[src/rtl/seg_scan_ctrl.sv]
// seg_scan_ctrl -- multiplexed seven-segment display controller on the S86 I/O bus.
//
// Holds digit nibbles, digit-enable / decimal-point masks and a display-on
// bit in a small register file behind an I/O chip select. It scans up to
// eight common-anode digits, hex-decodes the active digit and drives
// registered, active-low anode and segment outputs.
//
// Optional feature: define SEG_BLINK_EN to add a free-running blink counter
// and the BLINK register (a=7). Without it a=7 reads 0x00 and writes are
// ignored.
//
// Parameters:
//   DIGITS    number of scanned digits (2..8)
//   DIV       clock cycles per digit slot (>=2)
//   BLINK_BIT counter bit used as blink phase (SEG_BLINK_EN only)
//
// Ports:
//   clk    in   system clock
//   rst    in   synchronous active-high reset
//   CS_N   in   chip select, active-low
//   IOW_N  in   I/O write strobe, active-low
//   IOR_N  in   I/O read strobe, active-low
//   a      in   register address [2:0]
//   din    in   write data [7:0]
//   dout   out  read data [7:0], combinational, 0x00 when not read
//   an     out  digit anodes [DIGITS-1:0], active-low, registered
//   segs   out  segments {dp,g..a}, active-low, registered

module seg_scan_ctrl #(
  parameter int DIGITS    = 8,
  parameter int DIV       = 10000,
  parameter int BLINK_BIT = 22
) (
  input  logic              clk,
  input  logic              rst,
  input  logic              CS_N,
  input  logic              IOW_N,
  input  logic              IOR_N,
  input  logic [2:0]        a,
  input  logic [7:0]        din,
  output logic [7:0]        dout,
  output logic [DIGITS-1:0] an,
  output logic [7:0]        segs
);

  localparam int PW = $clog2(DIV);
  localparam int IW = $clog2(DIGITS);
  localparam logic [PW-1:0] PRE_MAX = PW'(DIV - 1);
  localparam logic [IW-1:0] IDX_MAX = IW'(DIGITS - 1);

  // Active-low hex decode, segment order g..a.
  function automatic logic [6:0] hex7(input logic [3:0] v);
    logic [6:0] s;
    case (v)
      4'h0: s = 7'h40;
      4'h1: s = 7'h79;
      4'h2: s = 7'h24;
      4'h3: s = 7'h30;
      4'h4: s = 7'h19;
      4'h5: s = 7'h12;
      4'h6: s = 7'h02;
      4'h7: s = 7'h78;
      4'h8: s = 7'h00;
      4'h9: s = 7'h10;
      4'hA: s = 7'h08;
      4'hB: s = 7'h03;
      4'hC: s = 7'h46;
      4'hD: s = 7'h21;
      4'hE: s = 7'h06;
      default: s = 7'h0E;
    endcase
    return s;
  endfunction

  // ---------------------------------------------------------------------------
  // Register file
  // ---------------------------------------------------------------------------
  logic             iow_n_q;          // IOW_N seen at the previous edge
  logic [3:0][7:0]  data_q, data_d;   // data_q[k] = {digit 2k+1, digit 2k}
  logic [7:0]       en_q, en_d;
  logic [7:0]       dp_q, dp_d;
  logic             on_q, on_d;
  logic             wr_en;
  logic [7:0]       rd_blink;         // BLINK read value
  logic             blink_sup;        // current digit blanked by blink phase

  // One write per strobe: only the first cycle with IOW_N low counts.
  // iow_n_q resets high, so a strobe already low after reset is new.
  assign wr_en = ~CS_N & ~IOW_N & iow_n_q;

  always_comb begin
    data_d = data_q;
    en_d   = en_q;
    dp_d   = dp_q;
    on_d   = on_q;
    if (wr_en) begin
      case (a)
        3'd0, 3'd1, 3'd2, 3'd3: data_d[a[1:0]] = din;
        3'd4:                   en_d = din;
        3'd5:                   dp_d = din;
        3'd6:                   on_d = din[0];
        default: ;
      endcase
    end
  end

  // ---------------------------------------------------------------------------
  // Scanner: prescaler and digit index
  // ---------------------------------------------------------------------------
  logic [PW-1:0] pre_q, pre_d;
  logic [IW-1:0] idx_q, idx_d;
  logic          advance;
  logic [2:0]    sel;                 // idx widened to address 8-bit masks
  logic [31:0]   nib_vec;
  logic [3:0]    nib;

  assign advance = (pre_q == PRE_MAX);
  assign sel     = 3'(idx_q);
  assign nib_vec = data_q;
  assign nib     = nib_vec[{sel, 2'b00} +: 4];

  always_comb begin
    pre_d = pre_q + PW'(1);
    idx_d = idx_q;
    if (advance) begin
      pre_d = '0;
      idx_d = (idx_q == IDX_MAX) ? '0 : idx_q + IW'(1);
    end
  end

  // ---------------------------------------------------------------------------
  // Optional blink
  // ---------------------------------------------------------------------------
`ifdef SEG_BLINK_EN
  logic [BLINK_BIT:0] bcnt_q, bcnt_d;
  logic [7:0]         blink_q, blink_d;

  always_comb begin
    bcnt_d  = bcnt_q + (BLINK_BIT+1)'(1);
    blink_d = blink_q;
    if (wr_en && a == 3'd7) blink_d = din;
  end

  always_ff @(posedge clk) begin
    if (rst) begin
      bcnt_q  <= '0;
      blink_q <= '0;
    end else begin
      bcnt_q  <= bcnt_d;
      blink_q <= blink_d;
    end
  end

  assign blink_sup = blink_q[sel] & bcnt_q[BLINK_BIT];
  assign rd_blink  = blink_q;
`else
  assign blink_sup = 1'b0;
  assign rd_blink  = 8'h00;
`endif

  // ---------------------------------------------------------------------------
  // Output stage
  // ---------------------------------------------------------------------------
  logic [DIGITS-1:0] an_q, an_d;
  logic [7:0]        segs_q, segs_d;
  logic              lit;

  assign lit = on_q & en_q[sel] & ~blink_sup;

  // The edge that moves idx loads blank, so the old digit's segments never
  // appear under the new anode (anti-ghosting).
  always_comb begin
    an_d   = '1;
    segs_d = 8'hFF;
    if (!advance && lit) begin
      an_d   = ~(DIGITS'(1) << idx_q);
      segs_d = {~dp_q[sel], hex7(nib)};
    end
  end

  always_ff @(posedge clk) begin
    if (rst) begin
      iow_n_q <= 1'b1;
      data_q  <= '0;
      en_q    <= '0;
      dp_q    <= '0;
      on_q    <= 1'b0;
      pre_q   <= '0;
      idx_q   <= '0;
      an_q    <= '1;
      segs_q  <= 8'hFF;
    end else begin
      iow_n_q <= IOW_N;
      data_q  <= data_d;
      en_q    <= en_d;
      dp_q    <= dp_d;
      on_q    <= on_d;
      pre_q   <= pre_d;
      idx_q   <= idx_d;
      an_q    <= an_d;
      segs_q  <= segs_d;
    end
  end

  assign an   = an_q;
  assign segs = segs_q;

  // ---------------------------------------------------------------------------
  // Read mux
  // ---------------------------------------------------------------------------
  always_comb begin
    dout = 8'h00;
    if (!CS_N && !IOR_N) begin
      case (a)
        3'd0, 3'd1, 3'd2, 3'd3: dout = data_q[a[1:0]];
        3'd4:                   dout = en_q;
        3'd5:                   dout = dp_q;
        3'd6:                   dout = {7'b0, on_q};
        default:                dout = rd_blink;
      endcase
    end
  end

endmodule
[config.mk]
export PLATFORM = sky130hd
export DESIGN_NAME = seg_scan_ctrl
export DESIGN_NICKNAME = d
export VERILOG_FILES = /design/src/rtl/seg_scan_ctrl.sv
export SDC_FILE = /design/constraint.sdc
export NUM_CORES = 1
export LEC_CHECK = 0
export ABC_AREA = 1
export CAP_MARGIN = 10
export CORE_MARGIN = 2
export CORE_UTILIZATION = 60
export DETAILED_ROUTE_END_ITERATION = 6
export GPL_ROUTABILITY_DRIVEN = 0
export GPL_TIMING_DRIVEN = 0
export PLACE_DENSITY = 0.8
export SLEW_MARGIN = 25
export SYNTH_ARGS = -nofsm -noshare
export SYNTH_HDL_FRONTEND = slang
export SYNTH_SLANG_ARGS = --single-unit
[constraint.sdc]
create_clock -name clk -period 4.3 [get_ports clk]
set_input_delay 0.43 -clock clk [delete_from_list [all_inputs] [get_ports clk]]
set_output_delay 0.43 -clock clk [all_outputs]
set_load 0.05 [all_outputs]
==> results of run 1 <==
-- how the worst max path moves through the flow --
stage                     from  endpoint  cells after the start
after floorplan           a[0]   dout[1]                      6
after global placement    a[1]   dout[6]                      9
after detailed placement  a[1]   dout[6]                      9
after CTS                 a[1]   dout[6]                      9
after global routing      a[1]   dout[1]                      9
final                     a[1]   dout[6]                      9
-- power by group through the flow --
| stage | clock network, mW | registers, mW | logic [mW] |
|---|---|---|---|
| after floorplan | 0 | 0.802 | 0.0584 |
| after global placement | 0 | 0.803 | 0.0991 |
| after detailed placement | 0 | 0.803 | 0.101 |
| after CTS | 0.645 | 0.785 | 0.102 |
| after global routing | 0.678 | 0.787 | 0.114 |
| final | 0.642 | 0.786 | 0.104 |
-- sequential cells by signal, summed over array words and instances, names as in the netlist --
| register | cells |
|---|---|
| on_q | 1 |
| idx_q | 3 |
| en_q | 8 |
| dp_q | 8 |
| an | 8 |
| segs | 8 |
| iow_n_q | 1 |
| data_q | 32 |
| pre_q | 14 |
-- cells in the mapped netlist, drive strengths merged --
cell      n
nand2   138
clkbuf    5
dfxtp    83
xor2      4
a22oi     4
ha       12
o21ai    75
a21oi    53
or2       3
nand4     5
nor2     57
xnor2     1
a31oi     7
nand3    55
nor3      3
inv      72
buf      17
-- layout by cell type (no fill, tap or decap), types with 4 or more instances in the layout --
master             n
inv_2             13
o21ai_0           56
o21ai_1           17
nand2_1          135
clkbuf_8           9
nand3_1           51
clkdlybuf4s50_1   39
nand4_1            5
nor2_1            49
ha_1              12
clkbuf_1           5
a21oi_1           53
xor2_1             4
a31oi_1            7
nor2_4             5
buf_2             12
inv_1             59
dfxtp_1           83
a22oi_1            4
nand3_2            4
-- critical path, stage by stage --
cell             delay (ns)
clkdlybuf4s50_1        0.64
inv_1                  0.07
nor2_1                 0.14
buf_2                  0.26
nand2_1                0.08
o21ai_0                0.12
o21ai_0                0.16
a31oi_1                0.24
clkdlybuf4s50_1        0.85
-- logic make-up after synthesis --
family / count (synthesis) / share of synthesized area
flip-flops: 83 / 0.4033
XOR/XNOR: 5 / 0.01063
AO/OA/AOI/OAI: 139 / 0.1770
buffers and inverters: 94 / 0.09475
adder cells (fa/ha/maj): 12 / 0.03644
AND/OR/NAND/NOR: 261 / 0.2779
-- final cells by class --
| type | instances | area (µm²) | share of cell area |
|---|---|---|---|
| buffer | 22 | 120.1 | 0.02485 |
| clock buffer | 9 | 123.9 | 0.02563 |
| clock inverter | 7 | 98.84 | 0.02045 |
| inverter | 72 | 270.3 | 0.05591 |
| multi-input combinational | 417 | 2068 | 0.4279 |
| sequential | 83 | 1662 | 0.3438 |
| tap | 80 | 100.1 | 0.02071 |
| timing repair buffer | 39 | 390.4 | 0.08077 |
-- per-layer routing --
metal	track usage	routed length (µm)	vias to the layer above
met5	0	0	-
met2	0.5205	5241	200
met4	0.1761	567	0
met1	0.4004	4538	1938
li1	-	-	2036
met3	0.04171	922	45
-- metrics by stage --
stage	setup WS (ns)	area (µm²)	std cells	hold slack, ns
finish	0.8676	4833	729	0.4591
floorplan	2.065	4120	594	0.4175
global route	0.7906	4833	729	0.4697
detailed placement	0.9795	4611	713	0.4397
global placement	1.005	4611	713	0.4324
CTS	0.9663	4833	729	0.4601
==> impl_metrics.toml, run 1 <==
[cts]
clk_latency_ns = 0.37
cts_tree = "yes"
cts_resized = 0
cts_sinks = 83
post-cts-setup-buffers = 0
clockBufferDepth = 2
postCtsHoldBufs = 0
cts_htree_levels = 3
cts_buffers = 9
ctsRootBufferMaster = "clkbuf_8"
clk_pin_slew_ns = 0.08

[power]
power_switching_uw = 386.0
p_seq_frac = 0.513
power_mw = 1.532
swShare = 0.2520
comb_power_share = 0.068
internal_power_mw = 1.146
vdd_drop_max_mv = 0.1803
p_leak_nw = 1.918
clockPowerShare = 0.419
cellPowerDensity_mw_per_mm2 = 316.9

[setup_path]
cp-start-kind = "input port"
cp.required_ns = 3.87
r2r-start = "idx_q[0]"
reg2regPathDepth = 12
r2r_end = "segs[5]"
r2r_setup_slack_ns = 2.18
worst_setup_path_end_kind = "output pin"
crit_arrival_ns = 3.00
worst-path-max-fanout = 10
critPathKind = "in -> out"

[cells_and_area]
nFillCells = 566
fin_nets = 672
drive_above_1_share = 0.09861
n_antenna_cell = 0
area_growth_pct = 17.31
finalCoreUtilization = 0.7194

[floorplan]
chipHeight_um = 86.87
ios = 40
rows = 30
start_util = 0.6132
die_w_um = 86.87
dieArea_mm2 = 0.007546
core_area_mm2 = 0.006719

[synthesis]
synth_top_area_frac = 0.4033
synth_largest_area_cell = "dfxtp_1"
syn_avg_cell_area_um2 = 6.936
ys_ff_latch = 83
synth_warnings = 0
mappedNetlistNets = 622
ys_types = 29
yosysSeqAreaShare = 0.4033
syn_area_mm2 = 0.004120
synthTopCellsByArea = "dfxtp_1 40%, nand2_1 12%, o21ai_0 6.8%, a21oi_1 6.4%, nand3_1 6.2%"
synthCells = 594

[sta]
tns_ns = 0
rsz0062_at_grt = "no"
skew_ns = 0.01320
hold_viol_final = 0
fin_crit_ns = 3.432
slew_headroom = 0.6681
setup_viol = 0
fin_crit_sh = 0.7982
max_freq_ghz = 0.2913
worstMarginPinSlew_ns = 0.4963
slew_viol_final = 0

[flow_run]
max_cap_violations = 0

[global_routing]
grt_max_degree = 16
grt_usage = 0.3165
grt_pass1_wl_mm = 18.22
grt_pass1_vias = 3832
overflow = 0
antenna_found_initial = 0

[min_path]
holdPathStages = 1
hp-start = "pre_q[0]"
worstHoldPathType = "reg -> reg"
whs_endpoint = "pre_q[0]"

[route]
wire_per_inst_um = 15.46
vias = 4219
initialDrtViolationCount = 365
drt_first_pass_iters = 5
ant_nets = 0
vias_per_cell = 5.787
drc = 0
drt_wl_total_mm = 11.27

[placement]
portBuffers = 39
dp_hpwl_mm = 8.156

[status]
status = "completed"
Power figures use the tool's default switching activity.
==> run 2: changes to the inputs <==
--- a/config.mk
+++ b/config.mk
@@ -8,11 +8,11 @@
 export ABC_AREA = 1
 export CAP_MARGIN = 10
 export CORE_MARGIN = 2
-export CORE_UTILIZATION = 60
+export CORE_UTILIZATION = 57
 export DETAILED_ROUTE_END_ITERATION = 6
 export GPL_ROUTABILITY_DRIVEN = 0
 export GPL_TIMING_DRIVEN = 0
-export PLACE_DENSITY = 0.8
+export PLACE_DENSITY = 0.77
 export SLEW_MARGIN = 25
 export SYNTH_ARGS = -nofsm -noshare
 export SYNTH_HDL_FRONTEND = slang
==> constraint.sdc (replaced) <==
create_clock -name clk -period 3.4 [get_ports clk]
set_input_delay 0.34 -clock clk [delete_from_list [all_inputs] [get_ports clk]]
set_output_delay 0.34 -clock clk [all_outputs]
set_load 0.05 [all_outputs]
==> impl_metrics.toml, run 2 (synthesis gave the netlist of run 1 again) <==
[status]
status = "completed"

[cells_and_area]
largest_reg_flops = 32
finalCoreUtilization = 0.7004
top_regs = "data_q: 32 flops, pre_q: 14 flops"
drive_above_1_share = 0.09568
area_growth_pct = 17.40
mostFrequentLayoutCells = "135 x nand2_1, 83 x dfxtp_1, 59 x inv_1"
nFillCells = 624
final_common_cell = "nand2_1"
fin_area_mm2 = 0.004837
n_antenna_cell = 0
fin_nets = 672
largest-register = "data_q"

[placement]
place_area_mm2 = 0.004631
portBuffers = 39
dp_hpwl_mm = 8.283
post-place-ws_ns = 0.2959

[global_routing]
grt_usage = 0.3058
grt_pass1_vias = 3738
grt_max_degree = 14
antenna_found_initial = 0
grt_pass1_wl_mm = 17.98
overflow = 0

[min_path]
worstHoldPathType = "reg -> reg"

[route]
drt_wl_total_mm = 11.50
vias_per_cell = 5.566
wire_per_inst_um = 15.46
ant_nets = 0
initialDrtViolationCount = 320
vias = 4141
drc = 0
drt_first_pass_iters = 5

[sta]
worstMarginPinSlew_ns = 0.5205
skew_ns = 0.01024
slew_headroom = 0.6530
max_freq_ghz = 0.3112
tns_ns = 0
rsz0062_at_grt = "no"
fin_ws_ns = 0.1866
slew_viol_final = 0
setup_viol = 0
fin_crit_ns = 3.213
fin_crit_sh = 0.9451
hold_viol_final = 0

[power]
clockPowerShare = 0.406
power_mw = 1.897
internal_power_mw = 1.439
cellPowerDensity_mw_per_mm2 = 392.2
comb_power_share = 0.070
p_seq_frac = 0.524
power_switching_uw = 458.5
swShare = 0.2417
vdd_drop_max_mv = 0.2753
p_leak_nw = 1.914

[cts]
cts_sinks = 83
ctsRootBufferMaster = "clkbuf_8"
clockBufferDepth = 2
postCtsHoldBufs = 0
cts_tree = "yes"
post-cts-setup-buffers = 0
cts_buffers = 9
cts_htree_levels = 3
cts_resized = 0
clk_latency_ns = 0.37
clk_pin_slew_ns = 0.07

[setup_path]
cp-start-kind = "input port"
worstPathCellList = "clkdlybuf4s50_1 > inv_1 > nor2_1 > buf_2 > nand2_1 > o21ai_0 > o21ai_0 > a31oi_1 > clkdlybuf4s50_1"
critPathKind = "in -> out"
crit_arrival_ns = 2.87
cp.required_ns = 3.06
worst-path-max-fanout = 10
cp_slowest_cell = "clkdlybuf4s50_1"
worst_setup_path_end_kind = "output pin"
slowest_delay_ns = 0.83

[floorplan]
chipHeight_um = 89.02
rows = 30
start_util = 0.5966
ios = 40
die_w_um = 89.02
core_area_mm2 = 0.006907
dieArea_mm2 = 0.007925

[flow_run]
max_cap_violations = 0
run 2: final timing paths:
check / from / endpoint / slack, ns / cells past startpoint
worst max-delay path: a[1] / dout[4] / 0.19 / 9
worst min-delay path: pre_q[0] / pre_q[0] / 0.45 / 1
worst max register to register: idx_q[1] / segs[3] / 1.28 / 11
worst min register to register: pre_q[0] / pre_q[0] / 0.45 / 1
run 2: power by group through the flow:
stage / registers [mW] / clock network (mW) / logic [mW]
after floorplan: 1.01 / 0 / 0.0739
after global placement: 1.02 / 0 / 0.127
after detailed placement: 1.02 / 0 / 0.129
after CTS: 0.993 / 0.775 / 0.130
after global routing: 0.995 / 0.822 / 0.144
final: 0.993 / 0.771 / 0.133
run 2: final cells by class:
class	count	area, µm²	share of cell area
multi-input cells	417	2068	0.4276
flip-flops and latches	83	1662	0.3435
repair buffers	39	390.4	0.08070
inverters	72	270.3	0.05587
clock buffers	10	127.6	0.02638
plain buffers	22	120.1	0.02483
well taps	96	120.1	0.02483
clock inverters	5	78.83	0.01630
run 2: through the flow:
step	hold WS [ns]	cells
final	0.4482	744
after global routing	0.4669	744
after CTS	0.4538	744
after detailed placement	0.4367	729
after global placement	0.4310	729
after floorplan	0.4091	594
run 2: critical path: cells and delay by family:
family | cells | cell delay (ns)
and+or+nand+nor | 2 | 0.21
buffers and inverters | 4 | 1.80
AOI/OAI and AO/OA | 3 | 0.52
run 2: per-layer routing:
| layer | vias to the layer above | track usage | share of wire |
|---|---|---|---|
| li1 | 2040 | - | - |
| met1 | 1868 | 0.3761 | 0.42 |
| met2 | 186 | 0.4939 | 0.46 |
| met3 | 47 | 0.06464 | 0.075 |
| met4 | 0 | 0.1818 | 0.054 |
| met5 | - | 0 | 0 |
